**src/rtl/traffic_phase_scheduler.sv**
```systemverilog
`default_nettype none
// ============================================================================
// Module   : traffic_phase_scheduler
// Purpose  : Demand-driven round-robin phase scheduler for a four-approach
//            intersection plus pedestrian crossing, with all-red clearance,
//            per-phase watchdog and service/fault flashing modes.
// Revision : 1.0 - initial release
// ============================================================================
module traffic_phase_scheduler #(
  parameter int unsigned SEC     = 10000000,
  parameter int unsigned CLEAR_S = 2,
  parameter int unsigned WDOG_S  = 120
) (
  input  logic       clk_i,
  input  logic       reset_n_i,
  input  logic       service_i,
  input  logic [3:0] car_req_i,
  input  logic       ped_req_i,
  input  logic [3:0] phase_done_i,
  input  logic       ped_done_i,
  output logic [3:0] phase_start_o,
  output logic       ped_start_o,
  output logic [2:0] active_o,
  output logic       all_red_o,
  output logic       service_o,
  output logic       flash_o,
  output logic       fault_o
);

  // Counter reload values; each state counts down to zero inclusive.
  localparam logic [31:0] c_wdog_load  = 32'(WDOG_S * SEC - 1);
  localparam logic [31:0] c_clear_load = 32'(CLEAR_S * SEC - 1);
  localparam logic [31:0] c_flash_load = 32'(SEC - 1);

  typedef enum logic [2:0] {
    S_IDLE      = 3'd0,
    S_START     = 3'd1,
    S_WAIT_DONE = 3'd2,
    S_PED_START = 3'd3,
    S_PED_WAIT  = 3'd4,
    S_CLEAR     = 3'd5,
    S_SERVICE   = 3'd6,
    S_FAULT     = 3'd7
  } state_t;

  state_t      r_state;
  logic [31:0] r_cnt;
  logic [1:0]  r_ptr;
  logic [1:0]  r_grant;
  logic        r_last_ped;

  logic        r_svc_s1, r_svc_s2;
  logic [3:0]  r_car_s1, r_car_s2;
  logic        r_ped_s1, r_ped_s2, r_ped_s3;

  logic [3:0]  r_car_pend;
  logic        r_ped_pend;

  logic [3:0]  r_phase_start;
  logic        r_ped_start;
  logic [2:0]  r_active;
  logic        r_all_red;
  logic        r_service;
  logic        r_flash;
  logic        r_fault;

  logic [1:0]  w_grant;
  logic        w_any;
  logic        w_ped_rise;

  assign w_ped_rise = r_ped_s2 & ~r_ped_s3;
  assign w_any      = |r_car_pend;

  // Two-flop synchronizers for the asynchronous level inputs, plus a third
  // pedestrian stage for rising-edge detection.
  always_ff @(posedge clk_i or negedge reset_n_i) begin
    if (!reset_n_i) begin
      r_svc_s1 <= 1'b0;
      r_svc_s2 <= 1'b0;
      r_car_s1 <= '0;
      r_car_s2 <= '0;
      r_ped_s1 <= 1'b0;
      r_ped_s2 <= 1'b0;
      r_ped_s3 <= 1'b0;
    end else begin
      r_svc_s1 <= service_i;
      r_svc_s2 <= r_svc_s1;
      r_car_s1 <= car_req_i;
      r_car_s2 <= r_car_s1;
      r_ped_s1 <= ped_req_i;
      r_ped_s2 <= r_ped_s1;
      r_ped_s3 <= r_ped_s2;
    end
  end

  // Round-robin search: first pending approach at or after the pointer.
  always_comb begin
    w_grant = r_ptr;
    for (int k = 3; k >= 0; k--) begin
      if (r_car_pend[r_ptr + 2'(k)]) w_grant = r_ptr + 2'(k);
    end
  end

  // Demand latches; a clear issued by a start takes precedence over a set.
  always_ff @(posedge clk_i or negedge reset_n_i) begin
    if (!reset_n_i) begin
      r_car_pend <= '0;
      r_ped_pend <= 1'b0;
    end else begin
      for (int i = 0; i < 4; i++) begin
        if ((r_state == S_START) && (r_grant == 2'(i))) begin
          r_car_pend[i] <= 1'b0;
        end else if (r_car_s2[i] && !((r_state == S_WAIT_DONE) && (r_grant == 2'(i)))) begin
          r_car_pend[i] <= 1'b1;
        end
      end
      if (r_state == S_PED_START) begin
        r_ped_pend <= 1'b0;
      end else if (w_ped_rise && (r_state != S_PED_WAIT)) begin
        r_ped_pend <= 1'b1;
      end
    end
  end

  // Phase sequencer with registered outputs; start pulses default low.
  always_ff @(posedge clk_i or negedge reset_n_i) begin
    if (!reset_n_i) begin
      r_state       <= S_IDLE;
      r_cnt         <= '0;
      r_ptr         <= 2'd0;
      r_grant       <= 2'd0;
      r_last_ped    <= 1'b0;
      r_phase_start <= '0;
      r_ped_start   <= 1'b0;
      r_active      <= 3'd5;
      r_all_red     <= 1'b1;
      r_service     <= 1'b0;
      r_flash       <= 1'b0;
      r_fault       <= 1'b0;
    end else begin
      r_phase_start <= '0;
      r_ped_start   <= 1'b0;
      case (r_state)
        S_IDLE: begin
          if (r_svc_s2) begin
            r_state   <= S_SERVICE;
            r_active  <= 3'd6;
            r_all_red <= 1'b0;
            r_service <= 1'b1;
            r_flash   <= 1'b0;
            r_cnt     <= c_flash_load;
          end else if (r_ped_pend && !r_last_ped) begin
            r_state     <= S_PED_START;
            r_ped_start <= 1'b1;
            r_active    <= 3'd4;
            r_all_red   <= 1'b0;
            r_last_ped  <= 1'b1;
          end else if (w_any) begin
            r_state       <= S_START;
            r_grant       <= w_grant;
            r_ptr         <= w_grant + 2'd1;
            r_phase_start <= 4'b0001 << w_grant;
            r_active      <= {1'b0, w_grant};
            r_all_red     <= 1'b0;
            r_last_ped    <= 1'b0;
          end
        end
        S_START: begin
          r_state <= S_WAIT_DONE;
          r_cnt   <= c_wdog_load;
        end
        S_PED_START: begin
          r_state <= S_PED_WAIT;
          r_cnt   <= c_wdog_load;
        end
        S_WAIT_DONE, S_PED_WAIT: begin
          // A completion in the same cycle the watchdog expires is honoured.
          if ((r_state == S_WAIT_DONE) ? phase_done_i[r_grant] : ped_done_i) begin
            r_state   <= S_CLEAR;
            r_cnt     <= c_clear_load;
            r_active  <= 3'd5;
            r_all_red <= 1'b1;
          end else if (r_cnt == 32'd0) begin
            r_state   <= S_FAULT;
            r_active  <= 3'd7;
            r_service <= 1'b1;
            r_fault   <= 1'b1;
            r_flash   <= 1'b0;
            r_cnt     <= c_flash_load;
          end else begin
            r_cnt <= r_cnt - 32'd1;
          end
        end
        S_CLEAR: begin
          if (r_cnt == 32'd0) begin
            r_state <= S_IDLE;
          end else begin
            r_cnt <= r_cnt - 32'd1;
          end
        end
        S_SERVICE: begin
          if (!r_svc_s2) begin
            // Leaving maintenance restarts the rotation from East.
            r_state   <= S_CLEAR;
            r_ptr     <= 2'd0;
            r_cnt     <= c_clear_load;
            r_active  <= 3'd5;
            r_all_red <= 1'b1;
            r_service <= 1'b0;
            r_flash   <= 1'b0;
          end else if (r_cnt == 32'd0) begin
            r_flash <= ~r_flash;
            r_cnt   <= c_flash_load;
          end else begin
            r_cnt <= r_cnt - 32'd1;
          end
        end
        S_FAULT: begin
          if (r_cnt == 32'd0) begin
            r_flash <= ~r_flash;
            r_cnt   <= c_flash_load;
          end else begin
            r_cnt <= r_cnt - 32'd1;
          end
        end
        default: begin
          r_state <= S_IDLE;
        end
      endcase
    end
  end

  assign phase_start_o = r_phase_start;
  assign ped_start_o   = r_ped_start;
  assign active_o      = r_active;
  assign all_red_o     = r_all_red;
  assign service_o     = r_service;
  assign flash_o       = r_flash;
  assign fault_o       = r_fault;

endmodule
`default_nettype wire

```
**config.mk**
```make
export PLATFORM = sky130hd
export DESIGN_NAME = traffic_phase_scheduler
export DESIGN_NICKNAME = d
export VERILOG_FILES = /design/src/rtl/traffic_phase_scheduler.sv
export SDC_FILE = /design/constraint.sdc
export NUM_CORES = 1
export LEC_CHECK = 0
export CAP_MARGIN = 40
export CORE_MARGIN = 4
export CORE_UTILIZATION = 46
export CTS_BUF_LIST = sky130_fd_sc_hd__clkbuf_8 sky130_fd_sc_hd__clkbuf_16
export DETAILED_ROUTE_END_ITERATION = 10
export PLACE_DENSITY = 0.69
export SLEW_MARGIN = 40
export SYNTH_ARGS = -nofsm -noshare
export SYNTH_HDL_FRONTEND = slang
export SYNTH_SLANG_ARGS = --single-unit
export TNS_END_PERCENT = 30
```
**constraint.sdc**
```tcl
create_clock -name clk_i -period 5.1 [get_ports clk_i]
set_input_delay 1.53 -clock clk_i [delete_from_list [all_inputs] [get_ports clk_i]]
set_output_delay 1.53 -clock clk_i [all_outputs]
set_load 0.05 [all_outputs]
```
* After elaboration in Yosys (flattened, before gate mapping)
Cells that the tools add are included.
Cells by class: bitwise operators 6, multiplexer cells 73, div/mod/pow operators 0, add/subtract/negate cells 5, reductions and logical operators 45, equal/unequal tests 23, $lt $le $gt $ge 5, shift-type cells 1, multiply operators 0
Operators by type and width (count):
- case mux 32 bit (6 select lines) | 1
- 2-to-1 mux 32 bit | 5
- 2-to-1 mux 1 bit | 34
- logical NOT 32 bit | 1
- subtractor 32 x 1 -> 32 bit, second input constant | 1
- 2-to-1 mux 3 bit | 10
- inequality test 2 bit, second input constant | 10
- case mux 3 bit (6 select lines) | 1
- 2-to-1 mux 2 bit | 8
- 2-to-1 mux 4 bit | 4
- AND reduction 4 bit | 4
- less-than comparator 2 x 3 -> 1 bit, second input constant | 5
- AND reduction 5 bit | 3
- logical AND 1 bit | 14
- nonzero test 2 bit | 7
- == test 3 bit, second input constant | 4
- binary-select mux 1 bit (select 2 bit) | 5
- case mux 3 bit (3 select lines) | 1
- == test 3 x 2 -> 1 bit, second input constant | 2
- inequality test 3 bit, second input constant | 2
- case mux 1 bit (3 select lines) | 2
- AND reduction 3 bit | 2
- nonzero test 6 bit | 1
- logical NOT 1 bit | 5
- 18 further kinds | 26
Word-level totals: RAM bits 0, output and inout port bits 12, bits in read-only memories 0, bits in latches 0, memories 0, word-level logic and storage cells 182, register bits 70

* Logic depth before layout (Yosys ltp)
Gate-level depths: netlist (run 1).
word-level depth 12, depth in mapped cells 10, mapped depth without buffers 8

* Least setup slack after synthesis (run 1)
OpenSTA, ideal clock, no wires.
path type input port to flip-flop, start point input port phase_done_i[3], end point register r_cnt[29], path buffers 1, library setup time 69 ps, data required time 5031 ps, stages on the path 7, data arrival time 3548 ps, setup slack 1483 ps, path through mux4_2 -> or4b_4 -> and3_4 -> buf_6 -> or3_4 -> or3_1 -> nand3_1
On the way: cells in the longest elaborated chain, start to end 5
RTL lines:
- start, declared | RTL line 19 | input logic [3:0] phase_done_i,
- binary-select mux 1 bit (select 2 bit) | RTL line 178 | if ((r_state == S_WAIT_DONE) ? phase_done_i[r_grant] : ped_done_i) begin
- 2-to-1 mux 1 bit (implied by the code) | RTL line 178
- 2-to-1 mux 1 bit | RTL line 178
- 2-to-1 mux 32 bit | RTL line 178
- case mux 32 bit (6 select lines) | RTL line 143 | case (r_state)
- end signal, assigned | RTL line 151 | r_cnt <= c_flash_load;
- end signal, assigned | RTL line 180 | r_cnt <= c_clear_load;
- end signal, assigned | RTL line 189 | r_cnt <= c_flash_load;
- end, declared | RTL line 47 | logic [31:0] r_cnt;
No other way between the ends. The select of a mux whose other input is x is not followed. A chain may end at the register's enable or synchronous reset.

* Final worst setup path (run 1)
start point input port phase_done_i[3], end point register r_cnt[30]
The elaborated chain is that of the path after synthesis.

==> metrics list, run 1 <==
* Slew Viols, Final: 0
- The total area inside the core boundary comes to 7850 um^2.
* Area fraction of the dominant cell type after synthesis: 44.4%
* Die X-Extent: 98.6 um
* Growth of design area from synthesis to finish: 13.9%
- Ports placed on the boundary: 25
* Total global-route track usage: 18.9%
- Crit Path Class: input pin to flop
* Final hold vios: 0
- Initial antenna violation count: 0
- Clock tree synthesis inserted a total of 9 buffers.
* Post-synth cell types: 61
- Total power for the finished layout comes to 1.64 mW.
- Slew Limit Headroom: 47.2%
- The worst path meets setup with roughly 1.4 ns of slack.
- Post-route core utilization: 54.8%
- Final Cycle Share: 73.0%
* Data arrival, critical path: 3.95 ns
* Count of hold buffers inserted by post-cts repair: 0
- In this run the cell area of the synthesized design comes to approximately 3800 um^2.
- Sequential share of the synthesized area: between 40% and 50%
- Entering global routing, the biggest net connects 41 pins.
* Worst skew pair latency: 0.35 ns
- Number of iterations in the first detailed-routing pass: 5
- Required @ worst endpoint: 5.33 ns
- CTS tree: built
* Count of input and output buffers: 24
* Number of max-capacitance violations reported: 0
* Clock transition at path regs: 0.08 ns
- Synthesized area divided by synthesized cell count: ~8.8 um^2
* Achievable Freq: 269 MHz
- In this run, synthesis inferred 0 flip-flops with an integrated enable.
- Average wire length per cell after detail routing: between 15 and 20 um
- At the pin with the least slew margin, the transition time is 0.793 ns.
* Die extent in y: 98.6 um
- GRT overflow: 0
* Post-CTS setup buffers: 0
* Async S/R FF share, synth: between 90% and 100%
- H-tree depth: 3
- Setup repair after global routing left no endpoint under its margin.
- Syn_nets: roughly 450
- The repair_antennas step left the layout with diodes totalling 0.
* Initial Utilization: 48.1%
- Number of gates resized after cts: 0
- Sorting the synthesized cells by how often they occur yields dfrtp_1, nor2_1, a21oi_1, o21ai_0, nand2_1.
- The most used flip-flop cell after synthesis is dfrtp_1.
* Sinks on Clock Net: 70
- CP Capture Type: flop
- Final weighted congestion in routability-driven placement: ~0.87
* Clock buffer depth: 2
- Summed over all instances, the cell type with the most area after synthesis is dfrtp_1.
* Count of mapped cells out of synthesis: 427
- Clock skew on the completed layout was measured at ~0.0074 ns.
- OpenSTA, run right after detailed placement, puts the worst setup slack at 1.03 ns.
- Wire length of the first global-routing pass: 15100 um
- After legalization and detailed placement, the total HPWL measured 6090 um.
* Top-count cell post-synth: dfrtp_1
- For this block, the via count after detailed routing is 3316.
- Hold timing on the final database bottoms out at a slack of ~0.35 ns.
* Routed WL: 8910 um
- Vias in the first global route: 3063
- Final sum of negative setup slack: 0 ns
* Leakage: 1.76 nW
- Counting flops and latches in the post-synthesis netlist gives 70.
- Kind of start point of the critical path: input pin
- During synthesis, Yosys emitted a total of 0 warnings.
* Status: finished clean
- Number of DRC markers in iteration 0: about 280
* Fraction of final layout cells with drive strength greater than 1: about 8%
- In this run the power density over the cells is 381 nW/um^2.
- Avg Vias per Cell: roughly 6.0
* DRC: 0
- Peak ir drop on the vdd network: about 160 uV
* FP Rows: 32
- Total die area: 9730 um^2
- The routed design could run at a clock period as short as roughly 3.7 ns.
* Final setup violation count: 0
- At the end of the flow, the number of nets in the layout was between 400 and 500.
- The tightest min-delay check is of the flop to flop type.
- Antenna Nets Post-Route: 0
- Ranked by total cell area, the synthesized netlist is headed by dfrtp_1, nor2_1, a21oi_1, o21ai_0, nor3_1.
- In this run the worst path has a maximum fanout of 11.
- CTS root buffer: clkbuf_8
==> metal layers <==
| metal | vias up | share of wire (%) | global-route usage, % |
|---|---|---|---|
| met1 | 1581 | 47 | 27.7 |
| met3 | 14 | 6.7 | 3.33 |
| met5 | - | 0 | 0 |
| met2 | 129 | 45 | 27.9 |
| li1 | 1592 | - | - |
| met4 | 0 | 1.5 | 7.56 |
==> registers in the layout, indices dropped and copies added, names as in the netlist, 2 cells and up <==
register / flops
active_o: 3
phase_start_o: 4
r_ptr: 2
r_grant: 2
r_state: 3
r_car_pend: 4
r_car_s2: 4
r_cnt: 32
r_car_s1: 4
==> layout by cell type, fill, tap and decap left out, types with 4 or more instances in the layout <==
master | synthesis | final
and2_1 | 5 | 5
clkdlybuf4s50_1 | 0 | 23
o311ai_0 | 5 | 5
nor2_1 | 65 | 65
dfrtp_1 | 67 | 67
o22a_1 | 6 | 6
nand2b_1 | 8 | 8
or3_1 | 4 | 4
nand4_1 | 5 | 5
nor4_1 | 12 | 12
a21oi_1 | 34 | 34
clkbuf_8 | 0 | 9
a21o_1 | 7 | 7
nand2_1 | 27 | 27
nor2b_1 | 5 | 5
nand3_1 | 10 | 10
nor3_1 | 22 | 21
inv_1 | 15 | 15
o21ai_0 | 34 | 34
a31oi_1 | 7 | 7
ha_1 | 6 | 6
==> critical path, stage by stage <==
cell and delay, ns:
clkdlybuf4s50_1 0.40, mux4_2 0.52, or4b_4 0.53, and3_4 0.24, nand2b_1 0.33, o311ai_0 0.40
==> through the flow <==
stage          instance area [um^2]  cells
3_3_place_gp                   4070    536
2_1_floorplan                  3780    427
4_1_cts                        4300    552
6_report                       4300    552
3_5_place_dp                   4080    536
5_1_grt                        4300    552
==> report_power, final <==
part / total [mW] / internal (mW) / switching (mW)
clock: 0.498 / 0.277 / 0.221
combinational: 0.448 / 0.165 / 0.282
sequential: 0.694 / 0.620 / 0.0736
==> cells by family (layout without fill, tap and decap cells) <==
kind of cell	Yosys count	in the layout	share of synthesized area, %
and+or+nand+nor	183	183	24.1
AOI/OAI and AO/OA	128	128	21.8
DFF	70	70	46.5
buffers and inverters	34	57	3.78
adders and majority gates	6	6	1.99
xor gates and xnor gates	3	3	0.696
muxes	3	3	1.19
==> worst paths after layout <==
kind,depth (start not counted),from,to,slack (ns)
min in group asynchronous,1,reset_n_i,r_car_s1[2],1.15
worst max-delay path,6,phase_done_i[3],r_cnt[30],1.38
worst min-delay path,0,r_car_s1[0],r_car_s2[0],0.35
max in group asynchronous,2,reset_n_i,r_cnt[28],3.14
worst min register to register,0,r_car_s1[0],r_car_s2[0],0.35
worst max register to register,6,r_cnt[14],r_cnt[14],1.87
==> layout make-up <==
class,count,area (um^2)
clock buffer,9,124
inverter,15,56.3
multi-input combinational,323,1890
clock inverter,7,97.6
tap,102,128
sequential,70,1760
timing repair buffer,26,253
fill,715,3540
Power figures use the tool's default switching activity.
==> run 2, diff against run 1 <==
--- a/config.mk
+++ b/config.mk
@@ -10,7 +10,7 @@
 export CORE_UTILIZATION = 46
 export CTS_BUF_LIST = sky130_fd_sc_hd__clkbuf_8 sky130_fd_sc_hd__clkbuf_16
 export DETAILED_ROUTE_END_ITERATION = 10
-export PLACE_DENSITY = 0.69
+export PLACE_DENSITY = 0.71
 export SLEW_MARGIN = 40
 export SYNTH_ARGS = -nofsm -noshare
 export SYNTH_HDL_FRONTEND = slang
==> constraint.sdc (replaced) <==
create_clock -name clk_i -period 3 [get_ports clk_i]
set_input_delay 0.9 -clock clk_i [delete_from_list [all_inputs] [get_ports clk_i]]
set_output_delay 0.9 -clock clk_i [all_outputs]
set_load 0.05 [all_outputs]
==> metrics list, run 2 (synthesis gave the netlist of run 1 again) <==
- Data arrival, critical path: 3.08 ns (was 3.95 ns)
- Ports placed on the boundary: 25 (unchanged)
* Reg2reg start: r_cnt[0] (was r_cnt[14])
- Cells along the critical path: dlymetal6s2s_1, mux4_2, or4b_4, and3_4, or3_4, or3_1, nand3_1 (was clkdlybuf4s50_1, mux4_2, or4b_4, and3_4, nand2b_1, o311ai_0).
- Initial Utilization: 48.1% (unchanged)
- Total global-route track usage: 20.2% (was 18.9%)
* Kind of start point of the critical path: input pin (unchanged)
- Clock buffer depth: 2 (unchanged)
- Slew Limit Headroom: 43.4% (was 47.2%)
- Switching power summed over all nets: 0.976 mW (was 0.577 mW)
- Number of max-capacitance violations reported: 0 (unchanged)
* Total die area: 9730 um^2 (unchanged)
- Sinks on Clock Net: 70 (unchanged)
* Net switching fraction of the power: 36.7% (was 35.2%)
- The post-route clock skew came to 0.0109 ns (was 0.00739 ns).
- The critical path's largest stage delay was 0.55 ns (was 0.53 ns).
* Average wire length per cell after detail routing: 16.1 um (about the same)
- The power share of the combinational group is 31.1% (was 27.3%).
- Achievable Freq: 356 MHz
- The post-layout instance area is 4490 um^2 (was 4300 um^2).
- The post-DP HPWL was 6750 um (was 6090 um).
- Number of iterations in the first detailed-routing pass: 5 (unchanged)
* Flop2flop setup slack: 0.32 ns (was 1.87 ns)
- The register with the highest flop count is r_cnt (unchanged).
- The final net count came to 492 (was 464).
- Status: finished clean (unchanged).
- The worst setup path category is input pin to flop (unchanged).
- The number of setup violations in the final report came to 0 (unchanged).
- The clock latency on the worst-skew pair was 0.34 ns (was 0.35 ns).
- The worst min-delay path category was flop to flop (unchanged).
- CTS tree: built (unchanged)
- The number of buffers added on ports is 24 (unchanged).
- The pin slew with the least headroom to its limit was 0.845 ns (was 0.793 ns).
- The clock-pin slew on the worst setup and hold paths came to 0.07 ns (was 0.08 ns).
- The required time reported for the critical path endpoint is 3.27 ns (was 5.33 ns).
- The cell-internal power was 1.68 mW (was 1.06 mW).
- The via count normalized by instance count was 5.97 (was 6.01).
- The number of DRC violations after detailed routing was 0 (unchanged).
* Slew Viols, Final: 0 (unchanged)
- H-tree depth: 3 (unchanged)
* Number of DRC markers in iteration 0: 235 (was 279)
- Routed WL: 9340 um (was 8910 um)
- The CTS root buffer is clkbuf_8 (unchanged).
- Die extent in y: 98.6 um (unchanged)
- Growth of design area from synthesis to finish: 18.7% (was 13.9%)
- The antenna diode count is 0 (unchanged).
* Standard cell core area: 7850 um^2 (unchanged)
- The overall power after layout was 2.66 mW (was 1.64 mW).
- Commonest non-fill, non-tap cell in the layout: dfrtp_1 (unchanged)
- The largest delay contributor family on the critical path was simple AND/OR/NAND/NOR gates (unchanged).
- Antenna Nets Post-Route: 0 (unchanged)
* Flip-flop count of the largest register, all copies and words added: 32 (unchanged)
- Fraction of final layout cells with drive strength greater than 1: 13.2% (was 8.00%)
* GRT overflow: 0 (unchanged)
- The master of the slowest instance on the critical path was or4b_4 (unchanged).
- Initial antenna violation count: 0 (unchanged)
* Final hold vios: 0 (unchanged)
- Final weighted congestion in routability-driven placement: 0.968 (was 0.875)
* CTS buffer count: 9 (unchanged)
- The number of vias in the routed layout was 3457 (was 3316).
- Power share of the sequential group: 44.3% (was 42.3%)
- Highest-count cells in the layout ignoring fill and taps: dfrtp_1, nor2_1, a21oi_1, o21ai_0, buf_4 (was dfrtp_1, nor2_1, a21oi_1, o21ai_0, nand2_1).
- Total buffers and inverters traversed by the critical path: 1 (unchanged)
- The maximum number of pins on one net before global-route repair was 30 (was 41).
- Clock power frac: 24.6% (was 30.4%)
- The row count was 32 (unchanged).
- The number of global-route vias before repair is 3305 (was 3063).
* Wire length of the first global-routing pass: 16200 um (was 15100 um)
* Final sum of negative setup slack: 0 ns (unchanged)
- The total cell area at the placement stage was 4300 um^2 (was 4080 um^2).
* CP Capture Type: flop (unchanged)
- The overall die width was 98.6 um (unchanged).
- Peak ir drop on the vdd network: 252 uV (was 165 uV)
- The total power per unit cell area was 593 nW/um^2 (was 381 nW/um^2).
- The biggest fanout along the worst timing path came to 4 (was 11).
* Setup repair after global routing missed its margin: false (unchanged)
- Minimum clock period after layout: 2.81 ns
* Leakage: 1.91 nW (was 1.76 nW)
* Final Cycle Share: 93.7%
- Worst Hold Launch: r_car_s1[1] (was r_car_s1[0])
- The critical path startpoint is phase_done_i[3] (unchanged).
==> run 2: cell types whose count changed in the layout (fill, tap and decap cells not counted), sizes merged <==
cell / delta
clkinvlp: +2
buf: +28
clkdlybuf4s50: -4
bufinv: -2
dlymetal6s2s: +4
inv: -1
==> run 2: final cells by class <==
class                           count  area, um^2
Fill cell                         730        3360
Multi-Input combinational cell    323        1890
Sequential cell                    70        1760
Timing Repair Buffer               54         495
Tap cell                          102         128
Clock buffer                        9         124
Inverter                           15        56.3
Clock inverter                      6        40.0
==> run 2: path summary, 6_finish.rpt <==
kind | to | depth (start not counted)
worst max-delay path | r_cnt[29] | 7
worst min-delay path | r_car_s2[1] | 0
worst max register to register | r_cnt[14] | 8
worst min register to register | r_car_s2[1] | 0
max in group asynchronous | active_o[0] | 2
min in group asynchronous | r_car_s1[0] | 1
==> run 2: routing by layer <==
| metal | routed length (um) | vias up | global-route usage (%) |
|---|---|---|---|
| li1 | - | 1648 | - |
| met1 | 4480 | 1675 | 28.8 |
| met2 | 4330 | 118 | 31.4 |
| met3 | 389 | 16 | 3.04 |
| met4 | 139 | 0 | 7.56 |
| met5 | 0 | - | 0 |
==> run 2: per-stage QoR <==
stage,std cells,hold WS [ns],util [%],setup WS [ns]
floorplan,427,0.331,-,0.0131
global placement,563,0.334,54.8,-0.315
detailed placement,563,0.335,54.8,-0.378
CTS,578,0.352,56.9,-0.00317
global route,579,0.357,57.2,0.142
finish,579,0.350,57.2,0.190
==> run 2: power by group through the flow <==
stage               logic (mW)  registers (mW)  clock network (mW)
floorplan                0.512            1.23                   0
global placement         0.792            1.19                   0
detailed placement       0.810            1.19                   0
CTS                      0.818            1.18               0.665
global route             0.918            1.20               0.710
finish                   0.827            1.18               0.653
==> run 2: worst register-to-register path, cell delays in order (launching register included) <==
cell	delay (ns)
dfrtp_1	0.38
inv_1	0.13
ha_1	0.23
nor4b_1	0.26
nand4_1	0.26
or3_1	0.43
a21boi_1	0.48
o21ai_0	0.17
a21o_1	0.22
==> run 2: what timing repair did <==
| action | CTS | global route |
|---|---|---|
| hold buffers | 0 | 0 |
| gates resized for setup | 2 | 4 |
| setup buffers | 0 | 1 |
| endpoints found under the setup margin | 5 | 5 |
| pin swaps | 0 | 4 |
| hold endpoints to repair | 0 | 0 |
